[src/rtl/vram_arb_pkg.sv]
// ---------------------------------------------------------------------------
// vram_arb_pkg
// Shared types and default parameters for the video-RAM arbiter.
//   own_t            : which requester owns the access in flight (one cycle
//                      after issue)
//   DEF_AW           : default byte-address width
//   DEF_CPU_MAX_WAIT : default number of denied cycles before the CPU
//                      preempts video
// ---------------------------------------------------------------------------
package vram_arb_pkg;

   typedef enum logic [1:0] {
      NONE   = 2'd0,
      VID    = 2'd1,
      CPU_RD = 2'd2,
      CPU_WR = 2'd3
   } own_t;

   localparam int DEF_AW           = 23;
   localparam int DEF_CPU_MAX_WAIT = 8;

endpackage

[src/rtl/vram_arb_starve.sv]
// ---------------------------------------------------------------------------
// vram_arb_starve
// Saturating starvation counter for the CPU side of the video-RAM arbiter.
// Counts consecutive cycles in which a CPU request is pending but not granted.
// Once the count reaches CPU_MAX_WAIT, force_cpu tells the arbiter to give
// the next slot to the CPU, even over a video fetch.
//   clk, reset : clock, asynchronous active-high reset
//   pend       : CPU request pending (not yet granted)
//   grant      : CPU granted this cycle
//   force_cpu  : CPU must be granted this cycle
// ---------------------------------------------------------------------------
module vram_arb_starve
   import vram_arb_pkg::*;
#(
   parameter int CPU_MAX_WAIT = DEF_CPU_MAX_WAIT
) (
   input  logic clk,
   input  logic reset,
   input  logic pend,
   input  logic grant,
   output logic force_cpu
);

   localparam logic [7:0] MAX_CNT = 8'(CPU_MAX_WAIT);

   logic [7:0] wait_cnt;

   always_ff @(posedge clk or posedge reset) begin
      if (reset) begin
         wait_cnt <= '0;
      end else if (!pend || grant) begin
         wait_cnt <= '0;
      end else if (wait_cnt != MAX_CNT) begin
         wait_cnt <= wait_cnt + 8'd1;
      end
   end

   // force depends only on the registered count, so there is no
   // combinational loop through the arbiter's grant logic.
   assign force_cpu = pend && (wait_cnt == MAX_CNT);

endmodule

[src/rtl/vram_arbiter.sv]
// ---------------------------------------------------------------------------
// vram_arbiter
// Single-port video-RAM arbiter shared by the video fetch port and the CPU.
// Video fetches are issued on pixel-enable slots, CPU accesses fill idle
// cycles, and a starvation timer forces a CPU grant after CPU_MAX_WAIT
// denied cycles. Issue is combinational; data/ack arrive one cycle later.
//
// Ports:
//   clk, reset                     : clock, asynchronous active-high reset
//   ce_pix, vid_req, vid_addr      : video slot strobe, fetch request, address
//   vid_data, vid_valid, vid_miss  : fetched byte, update pulse, lost-slot pulse
//   cpu_req, cpu_we, cpu_addr,
//   cpu_wdata                      : CPU request (level, held until ack)
//   cpu_rdata, cpu_ack             : CPU read data, completion pulse
//   ram_ce, ram_we, ram_addr,
//   ram_wdata, ram_rdata           : shared RAM port (read data one cycle
//                                    after ram_ce)
//   miss_count, miss_clr           : only with VRAM_ARB_STATS_EN defined;
//                                    saturating vid_miss count and its clear
//
// Build option: define VRAM_ARB_STATS_EN to add the miss statistics counter.
// ---------------------------------------------------------------------------
module vram_arbiter
   import vram_arb_pkg::*;
#(
   parameter int AW           = DEF_AW,
   parameter int CPU_MAX_WAIT = DEF_CPU_MAX_WAIT
) (
   input  logic          clk,
   input  logic          reset,
   input  logic          ce_pix,
   input  logic          vid_req,
   input  logic [AW-1:0] vid_addr,
   output logic [7:0]    vid_data,
   output logic          vid_valid,
   output logic          vid_miss,
   input  logic          cpu_req,
   input  logic          cpu_we,
   input  logic [AW-1:0] cpu_addr,
   input  logic [7:0]    cpu_wdata,
   output logic [7:0]    cpu_rdata,
   output logic          cpu_ack,
   output logic          ram_ce,
   output logic          ram_we,
   output logic [AW-1:0] ram_addr,
   output logic [7:0]    ram_wdata,
`ifdef VRAM_ARB_STATS_EN
   output logic [15:0]   miss_count,
   input  logic          miss_clr,
`endif
   input  logic [7:0]    ram_rdata
);

   own_t          own_p1, own_nxt;
   logic          cpu_busy_p1;
   logic          miss_p1;
   logic [7:0]    vid_data_p1;
   logic [7:0]    cpu_rdata_p1;
   logic [AW-1:0] addr_hold_p1;
   logic [7:0]    wdata_hold_p1;

   logic          cpu_pend;
   logic          vid_slot;
   logic          force_cpu;
   logic          grant_cpu;
   logic          grant_vid;

   assign cpu_pend = cpu_req & ~cpu_busy_p1;
   assign vid_slot = ce_pix & vid_req;

   vram_arb_starve #(
      .CPU_MAX_WAIT (CPU_MAX_WAIT)
   ) u_starve (
      .clk       (clk),
      .reset     (reset),
      .pend      (cpu_pend),
      .grant     (grant_cpu),
      .force_cpu (force_cpu)
   );

   // Issue stage: grant decision and RAM drive
   always_comb begin
      grant_cpu = 1'b0;
      grant_vid = 1'b0;
      own_nxt   = NONE;
      ram_ce    = 1'b0;
      ram_we    = 1'b0;
      ram_addr  = addr_hold_p1;
      ram_wdata = wdata_hold_p1;

      if (force_cpu) begin
         grant_cpu = 1'b1;
      end else if (vid_slot) begin
         grant_vid = 1'b1;
      end else if (cpu_pend) begin
         grant_cpu = 1'b1;
      end

      if (grant_cpu) begin
         own_nxt   = cpu_we ? CPU_WR : CPU_RD;
         ram_ce    = 1'b1;
         ram_we    = cpu_we;
         ram_addr  = cpu_addr;
         ram_wdata = cpu_wdata;
      end else if (grant_vid) begin
         own_nxt   = VID;
         ram_ce    = 1'b1;
         ram_addr  = vid_addr;
      end
   end

   always_ff @(posedge clk or posedge reset) begin
      if (reset) begin
         own_p1        <= NONE;
         cpu_busy_p1   <= 1'b0;
         miss_p1       <= 1'b0;
         addr_hold_p1  <= '0;
         wdata_hold_p1 <= '0;
      end else begin
         own_p1        <= own_nxt;
         miss_p1       <= vid_slot & force_cpu;
         addr_hold_p1  <= ram_addr;
         wdata_hold_p1 <= ram_wdata;
         // Busy spans grant through ack, so a held cpu_req is not re-served
         // in the ack cycle.
         if (grant_cpu) begin
            cpu_busy_p1 <= 1'b1;
         end else if (cpu_ack) begin
            cpu_busy_p1 <= 1'b0;
         end
      end
   end

   // Completion stage: capture returned RAM data
   always_ff @(posedge clk or posedge reset) begin
      if (reset) begin
         vid_data_p1  <= '0;
         cpu_rdata_p1 <= '0;
      end else begin
         if (own_p1 == VID) begin
            vid_data_p1 <= ram_rdata;
         end
         if (own_p1 == CPU_RD) begin
            cpu_rdata_p1 <= ram_rdata;
         end
      end
   end

   // RAM data is forwarded straight through during the completion cycle so it
   // is visible alongside vid_valid / cpu_ack; the register holds it after.
   assign vid_valid = (own_p1 == VID);
   assign cpu_ack   = (own_p1 == CPU_RD) || (own_p1 == CPU_WR);
   assign vid_miss  = miss_p1;
   assign vid_data  = (own_p1 == VID)    ? ram_rdata : vid_data_p1;
   assign cpu_rdata = (own_p1 == CPU_RD) ? ram_rdata : cpu_rdata_p1;

`ifdef VRAM_ARB_STATS_EN
   logic [15:0] miss_cnt_p1;

   always_ff @(posedge clk or posedge reset) begin
      if (reset) begin
         miss_cnt_p1 <= '0;
      end else if (miss_clr) begin
         miss_cnt_p1 <= '0;
      end else if (vid_miss && (miss_cnt_p1 != 16'hFFFF)) begin
         miss_cnt_p1 <= miss_cnt_p1 + 16'd1;
      end
   end

   assign miss_count = miss_cnt_p1;
`endif

endmodule
[config.mk]
export PLATFORM = sky130hd
export DESIGN_NAME = vram_arbiter
export DESIGN_NICKNAME = d
export VERILOG_FILES = /design/src/rtl/vram_arb_pkg.sv /design/src/rtl/vram_arb_starve.sv /design/src/rtl/vram_arbiter.sv
export SDC_FILE = /design/constraint.sdc
export NUM_CORES = 1
export LEC_CHECK = 0
export BUFFER_PORTS_ARGS = -buffer_cell sky130_fd_sc_hd__buf_4
export CORE_MARGIN = 4
export CORE_UTILIZATION = 46
export DETAILED_ROUTE_END_ITERATION = 12
export PLACE_DENSITY = 0.89
export REMOVE_ABC_BUFFERS = 1
export SLEW_MARGIN = 5
export SYNTH_ARGS = -nofsm -noshare
export SYNTH_HDL_FRONTEND = slang
export SYNTH_HIERARCHICAL = 1
export SYNTH_SLANG_ARGS = --single-unit
[constraint.sdc]
create_clock -name clk -period 3.1 [get_ports clk]
set_input_delay 0.31 -clock clk [delete_from_list [all_inputs] [get_ports clk]]
set_output_delay 0.31 -clock clk [all_outputs]
set_load 0.02 [all_outputs]
## After elaboration in Yosys (flattened, before gate mapping)

Cells that the tools add are included.

| storage, ports and cells | value |
|---|---|
| word-level logic and storage cells | 44 |
| latch bits | 0 |
| RAM bits | 0 |
| bits of input ports | 68 |
| memory bits (read-only) | 0 |
| flip-flop bits (word level) | 59 |
| memories kept | 0 |

| operators by class | value |
|---|---|
| divide/modulo/power cells | 0 |
| $mul | 0 |
| muxes and demuxes | 20 |
| $add $sub $neg | 1 |
| magnitude comparators | 0 |
| shifts and indexed selects | 0 |
| bitwise operators | 4 |
| reductions and logical operators | 6 |
| equality and inequality tests | 5 |

Operator list:

| cell | count |
|---|---|
| $mux 23 | 2 |
| $mux 8 | 5 |
| $mux 1 | 12 |
| $add 8x1->8 const B | 1 |
| $eq 8x4->1 const B | 1 |
| $ne 8x4->1 const B | 1 |
| $eq 2x2->1 const B | 2 |
| $reduce_bool 2->1 | 2 |
| $and 1x1->1 | 3 |
| $eq 2x1->1 const B | 1 |
| $logic_or 1x1->1 | 2 |
| $mux 2 | 1 |
| $logic_and 1x1->1 | 1 |
| $logic_not 1->1 | 1 |
| $not 1->1 | 1 |

## Longest topological paths before layout

Gate-level depths: netlist of the first run.

| depth | value |
|---|---|
| depth after elaboration | 7 |
| depth in mapped cells | 10 |
| gate-level depth less buffers | 9 |

## Hierarchy

Netlist of the first run, hierarchy kept.

Modules (own cells, without submodules):

| module | instances | cells each | sequential area each (um^2) | area an instance (um^2) |
|---|---|---|---|---|
| vram_arbiter | 1 | 170 | 1276.2 | 2115.8 |
| vram_arb_starve | 1 | 49 | 200.2 | 456.7 |

## Worst setup path before layout of the first run

Ideal clock, no wire load.

| path | value |
|---|---|
| path kind | reg2out |
| from | reg u_starve.wait_cnt[0] |
| to | out ram_addr[10] |
| data arrival time | 2081 ps |
| setup slack | 709 ps |
| stages on the path, launching flop included | 9 |
| cell sequence | dfrtp_1 inv_1 ha_1 nor4b_1 and3_1 nand3b_1 buf_2 nor2_1 a221o_1 |

| on the way | value |
|---|---|
| longest elaborated chain between the ends | 5 |
| elaborated cells on any way between the ends | 6 |
| those cells by class | eq/ne (1); mux (4); reduce/logical (1) |

RTL lines:

| item | RTL line | RTL |
|---|---|---|
| start: declaration | vram_arb_starve.sv:26 | `logic [7:0] wait_cnt;` |
| start signal: assignment | vram_arb_starve.sv:34 | `wait_cnt <= wait_cnt + 8'd1;` |
| $eq 8x4->1 * | vram_arb_starve.sv:40 | `assign force_cpu = pend && (wait_cnt == MAX_CNT);` |
| $logic_and 1x1->1 * | vram_arb_starve.sv:40 |  |
| named net force_cpu | vram_arbiter.sv:64 | `logic force_cpu;` |
| $mux 1 | vram_arbiter.sv:91 | `if (force_cpu) begin` |
| $mux 23 | vram_arbiter.sv:105 | `end else if (grant_vid) begin` |
| $mux 23 * | vram_arbiter.sv:99 | `if (grant_cpu) begin` |
| end: declaration | vram_arbiter.sv:45 | `output logic [AW-1:0] ram_addr,` |

Mark *: on every way through the listed nets, which the timed path passes. The rest lies on a longest branch.

## Worst setup path in the final report of the first run

| path | value |
|---|---|
| from | reg u_starve.wait_cnt[0] |
| to | out ram_addr[2] |

Same word-level chain as after synthesis.

==> results of run 1 <==
[final cells by class]
class,count,area share [%]
Inverter,32,3.28
Sequential cell,59,39.5
Clock inverter,5,1.64
Multi-Input combinational cell,117,24.4
Tap cell,70,2.35
Timing Repair Buffer,124,25.0
Clock buffer,11,3.79
[per-layer routing]
metal | vias to the layer above | GRT usage [%] | part of all wire, % | wire, µm
li1 | 1006 | - | - | -
met1 | 1002 | 25.1 | 39 | 2660
met2 | 104 | 33.5 | 47 | 3190
met3 | 23 | 7.88 | 9.9 | 671
met4 | 0 | 12.1 | 3.8 | 257
met5 | - | 0 | 0 | 0
[metrics by stage]
step / hold WS, ps / total power, W / setup WS [ps]
2_1_floorplan: 126 / 0.00192 / 560
3_3_place_gp: 297 / 0.00248 / 488
3_5_place_dp: 289 / 0.00253 / 338
4_1_cts: 216 / 0.00325 / 14.8
5_1_grt: 217 / 0.00340 / 37.7
6_report: 228 / 0.00322 / 189
[critical path, delay by kind of cell (launching register included)]
kind,cells,cell delay [ps]
compound gates,1,300
fa+ha+maj,1,150
buf+inv,3,510
flops,1,440
simple gates,4,880
[state kept, by name, indices dropped and copies added (netlist names)]
register,count
u_starve/wait_cnt,8
wdata_hold_p1,8
own_p1,2
vid_data_p1,8
cpu_busy_p1,1
cpu_rdata_p1,8
vid_miss,1
addr_hold_p1,23
[power by group through the flow]
stage	clock [W]	sequential, W	combinational (W)
3_3_place_gp	0	0.00112	0.00137
2_1_floorplan	0	0.00110	0.000812
4_1_cts	0.000721	0.00112	0.00141
3_5_place_dp	0	0.00113	0.00140
6_report	0.000708	0.00112	0.00139
5_1_grt	0.000765	0.00114	0.00149
[what timing repair did]
item	in CTS	in global routing
buffers inserted	0	0
setup endpoints to repair	10	31
hold buffers	1	0
resized for setup	1	1
hold endpoints to repair	8	0
[cell families (layout without fill, tap and decap cells)]
group / after synthesis / count (layout)
flops: 59 / 59
simple gates: 52 / 52
fa+ha+maj: 2 / 2
buf+inv: 43 / 172
xor+xnor: 2 / 2
compound gates: 37 / 37
mux: 24 / 24
[synthesized netlist by cell type (3+ instances only)]
| master | count |
|---|---|
| dfrtp_1 | 59 |
| a221o_1 | 23 |
| mux2_2 | 24 |
| inv_1 | 31 |
| buf_6 | 3 |
| buf_2 | 5 |
| nand3_1 | 5 |
| o21ai_0 | 5 |
| clkbuf_1 | 3 |
| a21oi_1 | 5 |
| nor2_1 | 26 |
[cell usage in the layout, fill, tap and decap left out, types with 2 or more instances in the layout]
master / n
inv_1: 30
nand2b_1: 2
nand2_1: 2
o31ai_1: 2
mux2_2: 24
and3_1: 2
nor3_1: 2
nor2b_1: 2
o21ai_0: 5
nor2_1: 26
clkinvlp_4: 3
a221o_1: 23
dfrtp_1: 59
a21oi_1: 5
clkbuf_8: 10
xor2_1: 2
buf_4: 123
nand3_1: 5
ha_1: 2
[worst min-delay path by stage]
stage,endpoint,slack [ps],cells past startpoint
finish,wdata_hold_p1[3],230,2
global route,wdata_hold_p1[6],220,2
CTS,wdata_hold_p1[3],220,2
detailed placement,u_starve/wait_cnt[5],290,2
global placement,u_starve/wait_cnt[5],300,2
floorplan,u_starve/wait_cnt[0],130,1
==> flow_metrics.env, run 1 <==
export IMPL_status="completed"
export IMPL_rsz0062_at_grt="false"
export IMPL_die_w_um=82.8
export IMPL_grt_max_degree=52
export IMPL_reg2reg_setup_slack_ps=710
export IMPL_antenna_found_initial=0
export IMPL_fin_crit_sh_pct=93.9
export IMPL_multi_input_area_um2=912
export IMPL_synth_warnings=6
export IMPL_slowest_delay_ps=440
export IMPL_synth_xor_area_share_pct=0.681
export IMPL_syn_area_per_cell_um2=11.7
export IMPL_synth_distinct_cells=33
export IMPL_pwr_share_comb_pct=43.3
export IMPL_crit_top_cell="buf_4"
export IMPL_cp_data_required_time_ps=2790
export IMPL_reg2reg_to="u_starve/wait_cnt[3]"
export IMPL_synthAdderAreaFrac_pct=0.973
export IMPL_final_area_um2=3730
export IMPL_synth_top_family_by_area="compound AO/OA/AOI/OAI gates"
export IMPL_ys_flop_type="dfrtp_1"
export IMPL_drt_first_pass_iters=4
export IMPL_crit_slowest_cell="dfrtp_1"
export IMPL_r2r_cells=9
export IMPL_crit_type="reg2out"
export IMPL_cts_tree="built"
export IMPL_cap_violations=0
export IMPL_track_usage_pct=21.3
export IMPL_clk_latency_ps=330
export IMPL_fin_tns_setup_ps=0
export IMPL_path_cells="inv_1 -> ha_1 -> nor4b_2 -> and3_1 -> nand3b_1 -> buf_4 -> nor2_1 -> a221o_1 -> buf_4"
export IMPL_switching_power_w=0.00115
export IMPL_setup_viol=0
export IMPL_synth_seq_cells=59
export IMPL_cp_endpoint="ram_addr[2]"
export IMPL_cts_clk_slew_worst_paths_ps=70
export IMPL_internal_power_w=0.00207
export IMPL_syn_inst=219
export IMPL_htree_num_levels=3
export IMPL_seq_area_frac_synth_pct=57.4
export IMPL_clockBufferDepth=2
export IMPL_drive_gt1_share_pct=49.4
export IMPL_reg2reg_from="u_starve/wait_cnt[0]"
export IMPL_fill_cells=396
export IMPL_grt_remaining_overflow=0
export IMPL_ant_nets=0
export IMPL_hp_start="cpu_wdata[3]"
export IMPL_utilization_pct=70.9
export IMPL_n_antenna_cell=0
export IMPL_core_area_um2=5270
export IMPL_gp_congestion=0.828
export IMPL_io_pins=120
export IMPL_synth_compound_area_share_pct=12.5
export IMPL_regArea_um2=1480
export IMPL_routed_wl_mm=6.78
export IMPL_leakage_nw=1.90
export IMPL_hold_class="in2reg"
export IMPL_grt_pass1_vias=2266
export IMPL_core_rowCount=26
export IMPL_finClkSkew_ps=9.55
export IMPL_clock_fmax_mhz=344
export IMPL_slew_limit_headroom_pct=31.8
export IMPL_stdcell_count=418
export IMPL_cts_root_buffer="clkbuf_8"
export IMPL_synth_cell_area_um2=2570
export IMPL_seq_power_share_pct=34.8
export IMPL_path_max_fanout=16
export IMPL_placed_area_um2=3510
export IMPL_grt_pass1_wl_mm=10.7
export IMPL_num_vias=2135
export IMPL_synthSimpleGateAreaFrac_pct=10.6
export IMPL_hold_viol=0
export IMPL_async_flop_share_pct=100
export IMPL_crit_arrival_ps=2600
export IMPL_dieArea_um2=6850
export IMPL_synth_top_area_share_pct=57.4
export IMPL_drtIter0Drc=75
export IMPL_maxSlewViolCount=0
export IMPL_power_share_clock_pct=22.0
export IMPL_syn_to_final_growth_pct=45.2
export IMPL_nNetsFinal=413
export IMPL_yosysTopAreaCell="dfrtp_1"
export IMPL_endpoint_kind="output pin"
export IMPL_worstMarginPinSlew_ps=1020
export IMPL_drc=0
export IMPL_crit_path_start_kind="flop"
export IMPL_peakVddDrop_uv=610
export IMPL_placed_cells=401
export IMPL_powerDensity_nw_per_um2=863
export IMPL_start_util_pct=48.8
export IMPL_synth_edf_count=0
export IMPL_synth_area_leaders="dfrtp_1 (57%), mux2_2 (11%), a221o_1 (8.9%), inv_1 (4.5%), nor2_1 (3.8%)"
export IMPL_dp_hpwl_mm=4.94
export IMPL_cts_buffers=9
export IMPL_cts_sinks=59
export IMPL_critPathLaunch="u_starve/wait_cnt[0]"
export IMPL_port_buffer_count=119
export IMPL_min_period_ps=2910
export IMPL_p_sw_share_pct=35.8
export IMPL_avgRoutedWirePerCell_um=16.2
export IMPL_die_h_um=82.8
export IMPL_vias_per_cell=5.11
export IMPL_muxShareOfSynthArea_pct=10.5
Note: power is estimated with default switching activity, not from simulation.
==> inputs of run 2 (changes only) <==
--- a/config.mk
+++ b/config.mk
@@ -6,9 +6,9 @@
 export NUM_CORES = 1
 export LEC_CHECK = 0
 export BUFFER_PORTS_ARGS = -buffer_cell sky130_fd_sc_hd__buf_4
-export CORE_MARGIN = 4
 export CORE_UTILIZATION = 46
 export DETAILED_ROUTE_END_ITERATION = 12
+export HOLD_SLACK_MARGIN = 0.08
 export PLACE_DENSITY = 0.89
 export REMOVE_ABC_BUFFERS = 1
 export SLEW_MARGIN = 5
==> run 2 against run 1 <==
Non-clock buffer count grew 1. Total power shrank 0.45%. First-iteration DRC count up 35%. Global-route usage up 2.3 points. Clock power decreased by 4.2%. Register-to-register slack improved by 40 ps. Critical endpoint is now ram_addr[3]. Largest cell class unchanged.
==> flow_metrics.env, run 2 (synthesis gave the netlist of run 1 again) <==
export IMPL_status="completed"
export IMPL_powerDensity_nw_per_um2=859
export IMPL_cts_tree="built"
export IMPL_internal_power_w=0.00208
export IMPL_track_usage_pct=23.6
export IMPL_routed_wl_mm=6.56
export IMPL_io_pins=120
export IMPL_largest_reg_flops=23
export IMPL_dp_hpwl_mm=4.74
export IMPL_slew_limit_headroom_pct=28.4
export IMPL_dr_wl_met2_mm=3.27
export IMPL_grt_pass1_wl_mm=10.7
export IMPL_cts_sinks=59
export IMPL_pwr_share_comb_pct=43.8
export IMPL_dr_wl_met3_um=580
export IMPL_leakage_nw=1.91
export IMPL_maxSlewViolCount=0
export IMPL_worstMarginPinSlew_ps=1070
export IMPL_p_total_w=0.00321
export IMPL_crit_path_start_kind="flop"
export IMPL_peakVddDrop_uv=580
export IMPL_avgRoutedWirePerCell_um=15.7
export IMPL_clock_fmax_mhz=347
export IMPL_cts_buffers=9
export IMPL_cts_root_buffer="clkbuf_8"
export IMPL_cp_data_required_time_ps=2790
export IMPL_drive_gt1_share_pct=49.0
export IMPL_die_w_um=76.8
export IMPL_dieArea_um2=5900
export IMPL_clockBufferDepth=2
export IMPL_top_layer="met4"
export IMPL_drc=0
export IMPL_crit_arrival_ps=2570
export IMPL_core_rowCount=26
export IMPL_p_sw_share_pct=35.2
export IMPL_syn_to_final_growth_pct=45.1
export IMPL_regMostFlops="addr_hold_p1"
export IMPL_clk_latency_ps=330
export IMPL_grt_remaining_overflow=0
export IMPL_wl_met1_mm=2.59
export IMPL_final_cell_mix="buf_4 (123), dfrtp_1 (59), inv_1 (30)"
export IMPL_hold_class="in2reg"
export IMPL_fin_tns_setup_ps=0
export IMPL_hold_viol=0
export IMPL_gp_congestion=0.863
export IMPL_vias_per_cell=5.12
export IMPL_setup_viol=0
export IMPL_num_vias=2145
export IMPL_core_area_um2=5240
export IMPL_rsz0062_at_grt="false"
export IMPL_switching_power_w=0.00113
export IMPL_layout_commonest_cell="buf_4"
export IMPL_ant_nets=0
export IMPL_min_period_ps=2880
export IMPL_grt_max_degree=52
export IMPL_endpoint_kind="output pin"
export IMPL_crit_type="reg2out"
export IMPL_finClkSkew_ps=11.2
export IMPL_nNetsFinal=414
export IMPL_cap_violations=0
export IMPL_path_max_fanout=23
export IMPL_start_util_pct=49.1
export IMPL_fin_crit_sh_pct=93.0
export IMPL_power_share_clock_pct=21.1
export IMPL_n_antenna_cell=0
export IMPL_die_h_um=76.8
export IMPL_drtIter0Drc=101
export IMPL_drt_first_pass_iters=4
export IMPL_port_buffer_count=119
export IMPL_seq_power_share_pct=35.1
export IMPL_htree_num_levels=3
export IMPL_grt_pass1_vias=2177
export IMPL_cts_clk_slew_worst_paths_ps=70
export IMPL_antenna_found_initial=0
export IMPL_postCtsSetupRepairBufs=0
[run 2: changes by cell type in the layout (fill, tap and decap cells not counted)]
cell        previous run  this run
clkinv_2               0         1
buf_6                  0         1
clkinvlp_4             3         0
and3_1                 2         1
and3_2                 0         1
clkbuf_1               1         4
inv_6                  1         0
[run 2: path summary, 6_finish.rpt]
| path | start | depth (start not counted) | to | slack (ps) |
|---|---|---|---|---|
| min in group asynchronous | reset | 3 | u_starve/wait_cnt[1] | 500 |
| max | u_starve/wait_cnt[0] | 9 | ram_addr[3] | 220 |
| max in group asynchronous | reset | 3 | addr_hold_p1[2] | 1620 |
| max reg2reg | u_starve/wait_cnt[0] | 9 | u_starve/wait_cnt[0] | 750 |
| min reg2reg | cpu_rdata_p1[4] | 1 | cpu_rdata_p1[4] | 500 |
| min | cpu_wdata[1] | 2 | wdata_hold_p1[1] | 230 |
[run 2: final cells by class]
cell class	count	area [µm²]
multi-input combinational	117	913
timing repair buffer	125	945
clock inverter	2	35.0
inverter	32	123
sequential	59	1480
tap	70	87.6
clock buffer	14	153
fill	377	1510
[run 2: critical path: stages (launching register included)]
cell	delay, ps
dfrtp_1	420
inv_1	100
ha_1	230
nor4b_2	180
and3_2	240
a21oi_4	190
inv_4	150
buf_4	180
a221o_1	380
buf_4	170
[run 2: power by group through the flow]
stage               Sequential [W]  Combinational, W  Clock [W]
floorplan                  0.00110          0.000812          0
global placement           0.00112           0.00137          0
detailed placement         0.00113           0.00140          0
CTS                        0.00113           0.00141   0.000688
global route               0.00115           0.00149   0.000718
finish                     0.00112           0.00140   0.000678
[run 2: layer usage]
layer | vias up | track usage [%]
met2 | 104 | 39.3
li1 | 1008 | -
met3 | 10 | 7.62
met1 | 1023 | 27.8
met4 | 0 | 10.4
met5 | - | 0
[run 2: timing repair]
action / in CTS / in global routing
endpoints found under the hold margin: 8 / 0
gates resized for setup: 2 / 2
setup endpoints to repair: 26 / 23
hold buffers: 1 / 0
[run 2: through the flow]
stage	hold WS (ps)	cells	util, %	instance area (µm²)	setup slack [ps]
after floorplan	126	208	-	2500	560
after global placement	294	402	67.2	3520	495
after detailed placement	297	402	67.2	3520	289
after CTS	219	419	71.2	3730	123
after global routing	227	419	71.3	3730	46.0
final	230	419	71.3	3730	217
